--- src/rtl/stack_op_sequencer.sv ---
// stack_op_sequencer: command front-end for the LIFO stack block.
// Accepts one stack-machine op per handshake, sequences the LIFO push/pop
// strobes, and returns an error/carry/top-of-stack response per op.
// Optional feature: define STACK_MUL_EN to enable opcode 10 (MUL); when it
// is undefined opcode 10 is treated as illegal and no multiplier is built.
module stack_op_sequencer #(
  parameter int WIDTH  = 16,
  parameter int DEPTH  = 16,
  parameter int COUNTW = 5
) (
  input  logic              clock,
  input  logic              reset,
  input  logic              cmd_valid,
  output logic              cmd_ready,
  input  logic [3:0]        cmd_op,
  input  logic [WIDTH-1:0]  cmd_imm,
  output logic              resp_valid,
  output logic [1:0]        resp_err,
  output logic              resp_carry,
  output logic [WIDTH-1:0]  resp_top,
  output logic [WIDTH-1:0]  lifo_data,
  output logic              lifo_push,
  output logic              lifo_pop,
  input  logic [WIDTH-1:0]  lifo_q,
  input  logic [COUNTW-1:0] lifo_count
);

  localparam logic [3:0] OP_NOP  = 4'd0;
  localparam logic [3:0] OP_PUSH = 4'd1;
  localparam logic [3:0] OP_DROP = 4'd2;
  localparam logic [3:0] OP_DUP  = 4'd3;
  localparam logic [3:0] OP_ADD  = 4'd4;
  localparam logic [3:0] OP_SUB  = 4'd5;
  localparam logic [3:0] OP_AND  = 4'd6;
  localparam logic [3:0] OP_OR   = 4'd7;
  localparam logic [3:0] OP_XOR  = 4'd8;
  localparam logic [3:0] OP_SWAP = 4'd9;
  localparam logic [3:0] OP_MUL  = 4'd10;

  localparam logic [1:0] ERR_OK    = 2'd0;
  localparam logic [1:0] ERR_UNDER = 2'd1;
  localparam logic [1:0] ERR_OVER  = 2'd2;
  localparam logic [1:0] ERR_ILL   = 2'd3;

  typedef enum logic [2:0] {
    S_IDLE, S_PUSH, S_POP, S_FETCH_A, S_FETCH_B, S_EXEC, S_PUSH2, S_RESP
  } state_t;

  state_t           state_q, state_d;
  logic [3:0]       op_q, op_d;
  logic [WIDTH-1:0] imm_q, imm_d;
  logic [WIDTH-1:0] a_q, a_d;
  logic [WIDTH-1:0] b_q, b_d;
  logic [1:0]       err_q, err_d;
  logic             carry_q, carry_d;
  // Low while reset is held so cmd_ready only rises after release.
  logic             live_q;

  logic             is_binary, is_legal, accept;
  logic [WIDTH-1:0] exec_result;
  logic             exec_carry;
  logic [WIDTH:0]   sum_w, diff_w;

  // Classify the incoming opcode for the accept-time checks.
  always_comb begin
    is_binary = 1'b0;
    is_legal  = 1'b0;
    case (cmd_op)
      OP_NOP, OP_PUSH, OP_DROP, OP_DUP: is_legal = 1'b1;
      OP_ADD, OP_SUB, OP_AND, OP_OR, OP_XOR, OP_SWAP: begin
        is_legal  = 1'b1;
        is_binary = 1'b1;
      end
`ifdef STACK_MUL_EN
      OP_MUL: begin
        is_legal  = 1'b1;
        is_binary = 1'b1;
      end
`endif
      default: ;
    endcase
  end

  assign accept = cmd_valid & cmd_ready;
  assign sum_w  = {1'b0, b_q} + {1'b0, a_q};
  assign diff_w = {1'b0, b_q} - {1'b0, a_q};

`ifdef STACK_MUL_EN
  logic [2*WIDTH-1:0] prod_w;
  assign prod_w = {{WIDTH{1'b0}}, b_q} * {{WIDTH{1'b0}}, a_q};
`endif

  // ALU: result pushed in EXEC (b op a); SWAP pushes a first.
  always_comb begin
    exec_result = a_q;
    exec_carry  = 1'b0;
    case (op_q)
      OP_ADD: begin exec_result = sum_w[WIDTH-1:0];  exec_carry = sum_w[WIDTH];  end
      OP_SUB: begin exec_result = diff_w[WIDTH-1:0]; exec_carry = diff_w[WIDTH]; end
      OP_AND: exec_result = b_q & a_q;
      OP_OR:  exec_result = b_q | a_q;
      OP_XOR: exec_result = b_q ^ a_q;
`ifdef STACK_MUL_EN
      OP_MUL: begin
        exec_result = prod_w[WIDTH-1:0];
        exec_carry  = |prod_w[2*WIDTH-1:WIDTH];
      end
`endif
      default: ;
    endcase
  end

  // Next-state and output decode; outputs are idle unless a state drives them.
  always_comb begin
    state_d    = state_q;
    op_d       = op_q;
    imm_d      = imm_q;
    a_d        = a_q;
    b_d        = b_q;
    err_d      = err_q;
    carry_d    = carry_q;
    cmd_ready  = live_q & (state_q == S_IDLE);
    resp_valid = 1'b0;
    resp_err   = 2'd0;
    resp_carry = 1'b0;
    resp_top   = '0;
    lifo_data  = '0;
    lifo_push  = 1'b0;
    lifo_pop   = 1'b0;
    case (state_q)
      S_IDLE: begin
        if (accept) begin
          op_d    = cmd_op;
          imm_d   = cmd_imm;
          carry_d = 1'b0;
          err_d   = ERR_OK;
          if (!is_legal) begin
            err_d   = ERR_ILL;
            state_d = S_RESP;
          end else if ((((cmd_op == OP_DROP) || (cmd_op == OP_DUP)) && (lifo_count == '0)) ||
                       (is_binary && (lifo_count < COUNTW'(2)))) begin
            err_d   = ERR_UNDER;
            state_d = S_RESP;
          end else if (((cmd_op == OP_PUSH) || (cmd_op == OP_DUP)) &&
                       (lifo_count == COUNTW'(DEPTH))) begin
            err_d   = ERR_OVER;
            state_d = S_RESP;
          end else if ((cmd_op == OP_PUSH) || (cmd_op == OP_DUP)) begin
            state_d = S_PUSH;
          end else if (cmd_op == OP_DROP) begin
            state_d = S_POP;
          end else if (is_binary) begin
            state_d = S_FETCH_A;
          end else begin
            state_d = S_RESP;
          end
        end
      end
      S_PUSH: begin
        lifo_push = 1'b1;
        lifo_data = (op_q == OP_DUP) ? lifo_q : imm_q;
        state_d   = S_RESP;
      end
      S_POP: begin
        lifo_pop = 1'b1;
        state_d  = S_RESP;
      end
      S_FETCH_A: begin
        a_d      = lifo_q;
        lifo_pop = 1'b1;
        state_d  = S_FETCH_B;
      end
      S_FETCH_B: begin
        b_d      = lifo_q;
        lifo_pop = 1'b1;
        state_d  = S_EXEC;
      end
      S_EXEC: begin
        lifo_push = 1'b1;
        lifo_data = exec_result;
        carry_d   = exec_carry;
        state_d   = (op_q == OP_SWAP) ? S_PUSH2 : S_RESP;
      end
      S_PUSH2: begin
        lifo_push = 1'b1;
        lifo_data = b_q;
        state_d   = S_RESP;
      end
      S_RESP: begin
        resp_valid = 1'b1;
        resp_err   = err_q;
        resp_carry = carry_q;
        resp_top   = (lifo_count != '0) ? lifo_q : '0;
        state_d    = S_IDLE;
      end
      default: state_d = S_IDLE;
    endcase
  end

  // State and operand registers; reset abandons any op in flight.
  always_ff @(posedge clock or negedge reset) begin
    if (!reset) begin
      state_q <= S_IDLE;
      op_q    <= OP_NOP;
      imm_q   <= '0;
      a_q     <= '0;
      b_q     <= '0;
      err_q   <= ERR_OK;
      carry_q <= 1'b0;
      live_q  <= 1'b0;
    end else begin
      state_q <= state_d;
      op_q    <= op_d;
      imm_q   <= imm_d;
      a_q     <= a_d;
      b_q     <= b_d;
      err_q   <= err_d;
      carry_q <= carry_d;
      live_q  <= 1'b1;
    end
  end

endmodule

--- config.mk ---
export PLATFORM = sky130hd
export DESIGN_NAME = stack_op_sequencer
export DESIGN_NICKNAME = d
export VERILOG_FILES = /design/src/rtl/stack_op_sequencer.sv
export SDC_FILE = /design/constraint.sdc
export NUM_CORES = 1
export LEC_CHECK = 0
export ABC_AREA = 1
export ABC_CLOCK_PERIOD_IN_PS = 1900
export CAP_MARGIN = 10
export CORE_AREA = 2 2 112 114
export CTS_CLUSTER_SIZE = 24
export DETAILED_ROUTE_END_ITERATION = 10
export DIE_AREA = 0 0 114 116
export PLACE_DENSITY_LB_ADDON = 0.15
export SLEW_MARGIN = 25
export SYNTH_ARGS = -nofsm -noshare
export SYNTH_HDL_FRONTEND = slang
export SYNTH_SLANG_ARGS = --single-unit
export TNS_END_PERCENT = 50
--- constraint.sdc ---
create_clock -name clock -period 1.9 [get_ports clock]
set_input_delay 0.19 -clock clock [delete_from_list [all_inputs] [get_ports clock]]
set_output_delay 0.19 -clock clock [all_outputs]
set_load 0.02 [all_outputs]
* After elaboration in Yosys (flattened, before gate mapping)
Cells that the tools add are included.
** Cells by class
- $lt $le $gt $ge :: 1
- Reductions and logical operators :: 18
- Bitwise logic cells :: 5
- Multiplexer cells :: 27
- Equality and inequality tests :: 25
- $add $sub $neg :: 2
** Operator list (count)
- $pmux W16 S5 :: 1
- $mux W16 :: 3
- $pmux W16 S3 :: 1
- $eq A4 B3 Y1 const B :: 8
- $mux W3 :: 7
- $pmux W3 S6 :: 1
- $add A16 B16 Y17 :: 1
- $sub A16 B16 Y17 :: 1
- $and A16 B16 Y16 :: 1
- $eq A4 B4 Y1 const B :: 4
- $or A16 B16 Y16 :: 1
- $xor A16 B16 Y16 :: 1
- $eq A3 B3 Y1 const B :: 4
- $eq A4 B2 Y1 const B :: 3
- $reduce_or A10 Y1 :: 1
- $reduce_or A3 Y1 :: 3
- $mux W1 :: 8
- $mux W2 :: 4
- $eq A3 B2 Y1 const B :: 2
- $reduce_or A6 Y1 :: 1
- $eq A5 B5 Y1 const B :: 1
- $logic_not A5 Y1 :: 1
- $lt A5 B2 Y1 const B :: 1
- $reduce_bool A5 Y1 :: 1
- other kinds (11) :: 18
** Word-level totals
- Word-level logic and storage cells :: 86
- Register bits :: 59

* Logic depth before layout (Yosys ltp)
- Depth after elaboration :: 11
- Depth in mapped cells :: 15
- Depth with buffers taken out :: 14

* Worst setup path after synthesis
OpenSTA, ideal clock, no wires.
- Kind :: register to output
- Start :: register a_q[0]
- End :: output lifo_data[4]
- Arrival :: 1889 ps
- Cell stages (with the launch flop) :: 10
- Path buffers :: 0
- Setup slack :: -179 ps
- Data required time :: 1710 ps
- Path through :: dfrtp_1 ha_1 fa_1 nand3_1 nand3_1 o21ai_0 a21oi_1 nor2_1 nor3_1 o21ai_1
** Between the ends
- Cells in the longest elaborated chain, start to end :: 3
** Ends and longest elaborated chain
- start, declared :: RTL line 52 : logic [WIDTH-1:0] a_q, a_d;
- start signal, assigned :: RTL line 206 : a_q <= '0;
- start signal, assigned :: RTL line 215 : a_q <= a_d;
- $sub A16 B16 Y17 / $add A16 B16 Y17 (equally long branches) :: RTL line 86, 85
- $pmux W16 S5 (*) :: RTL line 97 : case (op_q)
- $pmux W16 S3 (*) :: RTL line 130 : case (state_q)
- end, declared :: RTL line 21 : output logic [WIDTH-1:0] lifo_data,
Mark *: on every way between the ends. The rest lies on a longest branch, timed or not.

* Final worst setup path
- Start :: register b_q[0]
- End :: output lifo_data[8]
** Between the ends
- Cells in the longest elaborated chain, start to end :: 3
** Ends and longest elaborated chain
- start, declared :: RTL line 53 : logic [WIDTH-1:0] b_q, b_d;
- start signal, assigned :: RTL line 207 : b_q <= '0;
- start signal, assigned :: RTL line 216 : b_q <= b_d;
- $sub A16 B16 Y17 / $add A16 B16 Y17 (equally long branches) :: RTL line 86, 85
- $pmux W16 S5 (*) :: RTL line 97
- $pmux W16 S3 (*) :: RTL line 130
Marks and branches as above.

==> results.toml <==
[place]
gp_congestion = 1.02
hpwlAfterDp_um = 16000
placed_cell_area_um2 = 8290
place_ws_ns = -0.784
portBuffers = 82
post-place-cells = 1331

[detailed_routing]
dr_total_vias = 7642
viasPerCell = 5.54
drc = 0
final_antenna_net_count = 0
detail_route.iter0.violations = 744
first_pass_iters = 8
wl_per_cell_um = 17.5
routed_wl_um = 24100

[clock_network]
clock_latency_ns = 0.34
cts_max_level = 3
cts_buffers = 9
cts_max_path_buffers = 2
clock-sinks = 59
path_clk_slew_ns = 0.05
tritoncts = "done"
root_buffer = "clkbuf_16"

[global_routing]
grt-ovfl-total = 0
grt_util_all_layers_pct = 35.0
grt_start_max_net_pins = 43
grt_pass1_vias = 7129
antenna_found_initial = 0
grt_pass1_wl_um = 36100

[critical_path]
cp.required_ns = 1.71
worst-setup-path-type = "register to output pin"
r2r-start = "b_q[0]"
arrival_ns = 2.40
start_kind = "register"
r2r_slack_ns = -0.12
startpoint = "b_q[0]"
worstPathMaxFanout = 5
worstSetupEndpointType = "output pin"

[pwr]
switchingPower_mw = 10.6
seqPwrFrac_pct = 11.0
pwr-share-comb_pct = 80.5
pwr-share-clk_pct = 8.6
p_int_mw = 10.6
swShare_pct = 49.9
ir_drop_uv = 858
power.density_nw_per_um2 = 2220
p_total_mw = 21.2
p_leak_nw = 5.10

[yosys]
synth-seq-cells = 59
yosysWarnings = 0
synth_top_area_cell = "dfrtp_1"
syn_area_um2 = 5880
synth_area_leaders = "dfrtp_1 25%, nand2_1 18%, inv_1 11%, ha_1 11%, nand3_1 7.7%"
syn-instance-count = 953
synthFlopType = "dfrtp_1"
syn-num-nets = 1050
syn_area_per_cell_um2 = 6.17
yosysTopAreaCellShare_pct = 25.1
synth.yosys.seq_area_share_pct = 25.1
synthArstFlopShare_pct = 100
synth_edf_count = 0
ys_types = 37

[final_layout]
final_cell_mix = "238 x nand2_1, 202 x buf_4, 131 x inv_1"
final_cells = 1379
utilization_pct = 80.3
finalNetCount = 1324
antenna-diode-count = 0
synthToLayoutAreaGrowth_pct = 62.5
final_area_um2 = 9560
drive_gt1_share_pct = 38.0
layout_commonest_cell = "nand2_1"

[sta]
clock.fmax_mhz = 386
final_hold_viol_count = 0
worst_slack_ns = -0.693
fin_skew_ns = 0.00620
finalMaxSlewViolations = 0
setup_violations = 17
min_period_ns = 2.59
min_period_over_period_pct = 136
hold_ws_ns = 0.354
worst_pin_slew_ns = 0.600
rsz0062_at_grt = "true"
fin_setup_tns_ns = -9.07
slew_headroom_pct = 59.5

[die]
placementRows = 40
fp.dieH_um = 116
core_um2 = 11900
start_util_pct = 49.4
design.portCount = 83
dieArea_um2 = 13200
die_w_um = 114

[min_path]
hold_path.class = "input port to asynchronous set/reset pin"

[outcome]
violations = "setup timing"
status = "finished, violations left"

[flow_run]
maxCapViolCount = 0
[Yosys cell counts (all sizes together), types with 9 or more instances]
cell type,count
buf,24
o21ai,77
dfrtp,59
nand3,90
ha,51
clkbuf,12
inv,177
o211ai,10
a21oi,62
o221ai,9
nand2,286
nor3,9
nor2,55
nand4,9
[power groups by stage]
stage | clock network, mW | registers [mW] | logic, mW
finish | 1.82 | 2.32 | 17.0
global route | 1.88 | 2.38 | 18.2
CTS | 1.82 | 2.30 | 15.1
detailed placement | 0 | 2.25 | 13.1
global placement | 0 | 2.22 | 13.0
floorplan | 0 | 2.35 | 7.10
[final timing paths]
kind                                 to  depth (start not counted)
max                        lifo_data[8]                         12
min                            err_q[1]                          2
max reg2reg                     carry_q                         12
min reg2reg                   imm_q[13]                          2
max in group asynchronous       a_q[12]                          3
min in group clock            imm_q[14]                          3
[kinds of logic after synthesis]
group                    Yosys count  synth area share [%]
AND/OR/NAND/NOR                  453                  32.4
buffers and inverters            213                  14.4
flip-flops                        59                  25.1
other                              1                0.0637
AO/OA/AOI/OAI                    173                  16.4
adder cells (fa/ha/maj)           53                  11.5
XOR/XNOR                           1                 0.149
[critical path, cell delays in order (launching register included)]
cell,delay (ns)
dfrtp_1,0.40
buf_4,0.15
ha_4,0.16
fa_2,0.35
nand3_2,0.09
nand3_4,0.12
nand2_2,0.12
nand3_2,0.10
nand3_1,0.09
nand2_1,0.05
o21bai_1,0.18
nand3_2,0.11
buf_6,0.15
[routing by layer]
metal | vias to the layer above | part of all wire [%] | global-route usage (%) | routed length, um
li1 | 3577 | - | - | -
met4 | 0 | 3.1 | 11.8 | 743
met3 | 80 | 10 | 6.75 | 2470
met2 | 457 | 46 | 56.4 | 11100
met1 | 3528 | 41 | 47.5 | 9810
met5 | - | 0 | 0 | 0
[cell type report]
type / count / area, um^2
Tap cell: 147 / 184
Sequential cell: 59 / 1480
Multi-Input combinational cell: 681 / 4340
Clock inverter: 6 / 88.8
Inverter: 177 / 672
Timing Repair Buffer: 299 / 2550
Clock buffer: 10 / 239
Fill cell: 800 / 2350
[sequential cells by signal (all words and copies together), names as in the netlist]
| signal | flops |
|---|---|
| imm_q | 16 |
| op_q | 4 |
| b_q | 16 |
| err_q | 2 |
| live_q | 1 |
| a_q | 16 |
| state_q | 3 |
| carry_q | 1 |
[repair_timing]
item,in CTS,in global routing
hold buffers,1,0
gates cloned,2,0
gates resized for setup,309,96
buffers inserted,18,12
endpoints found under the hold margin,17,0
setup endpoints to repair,40,40
pin swaps,51,37
(Power assumes the default switching activity.)
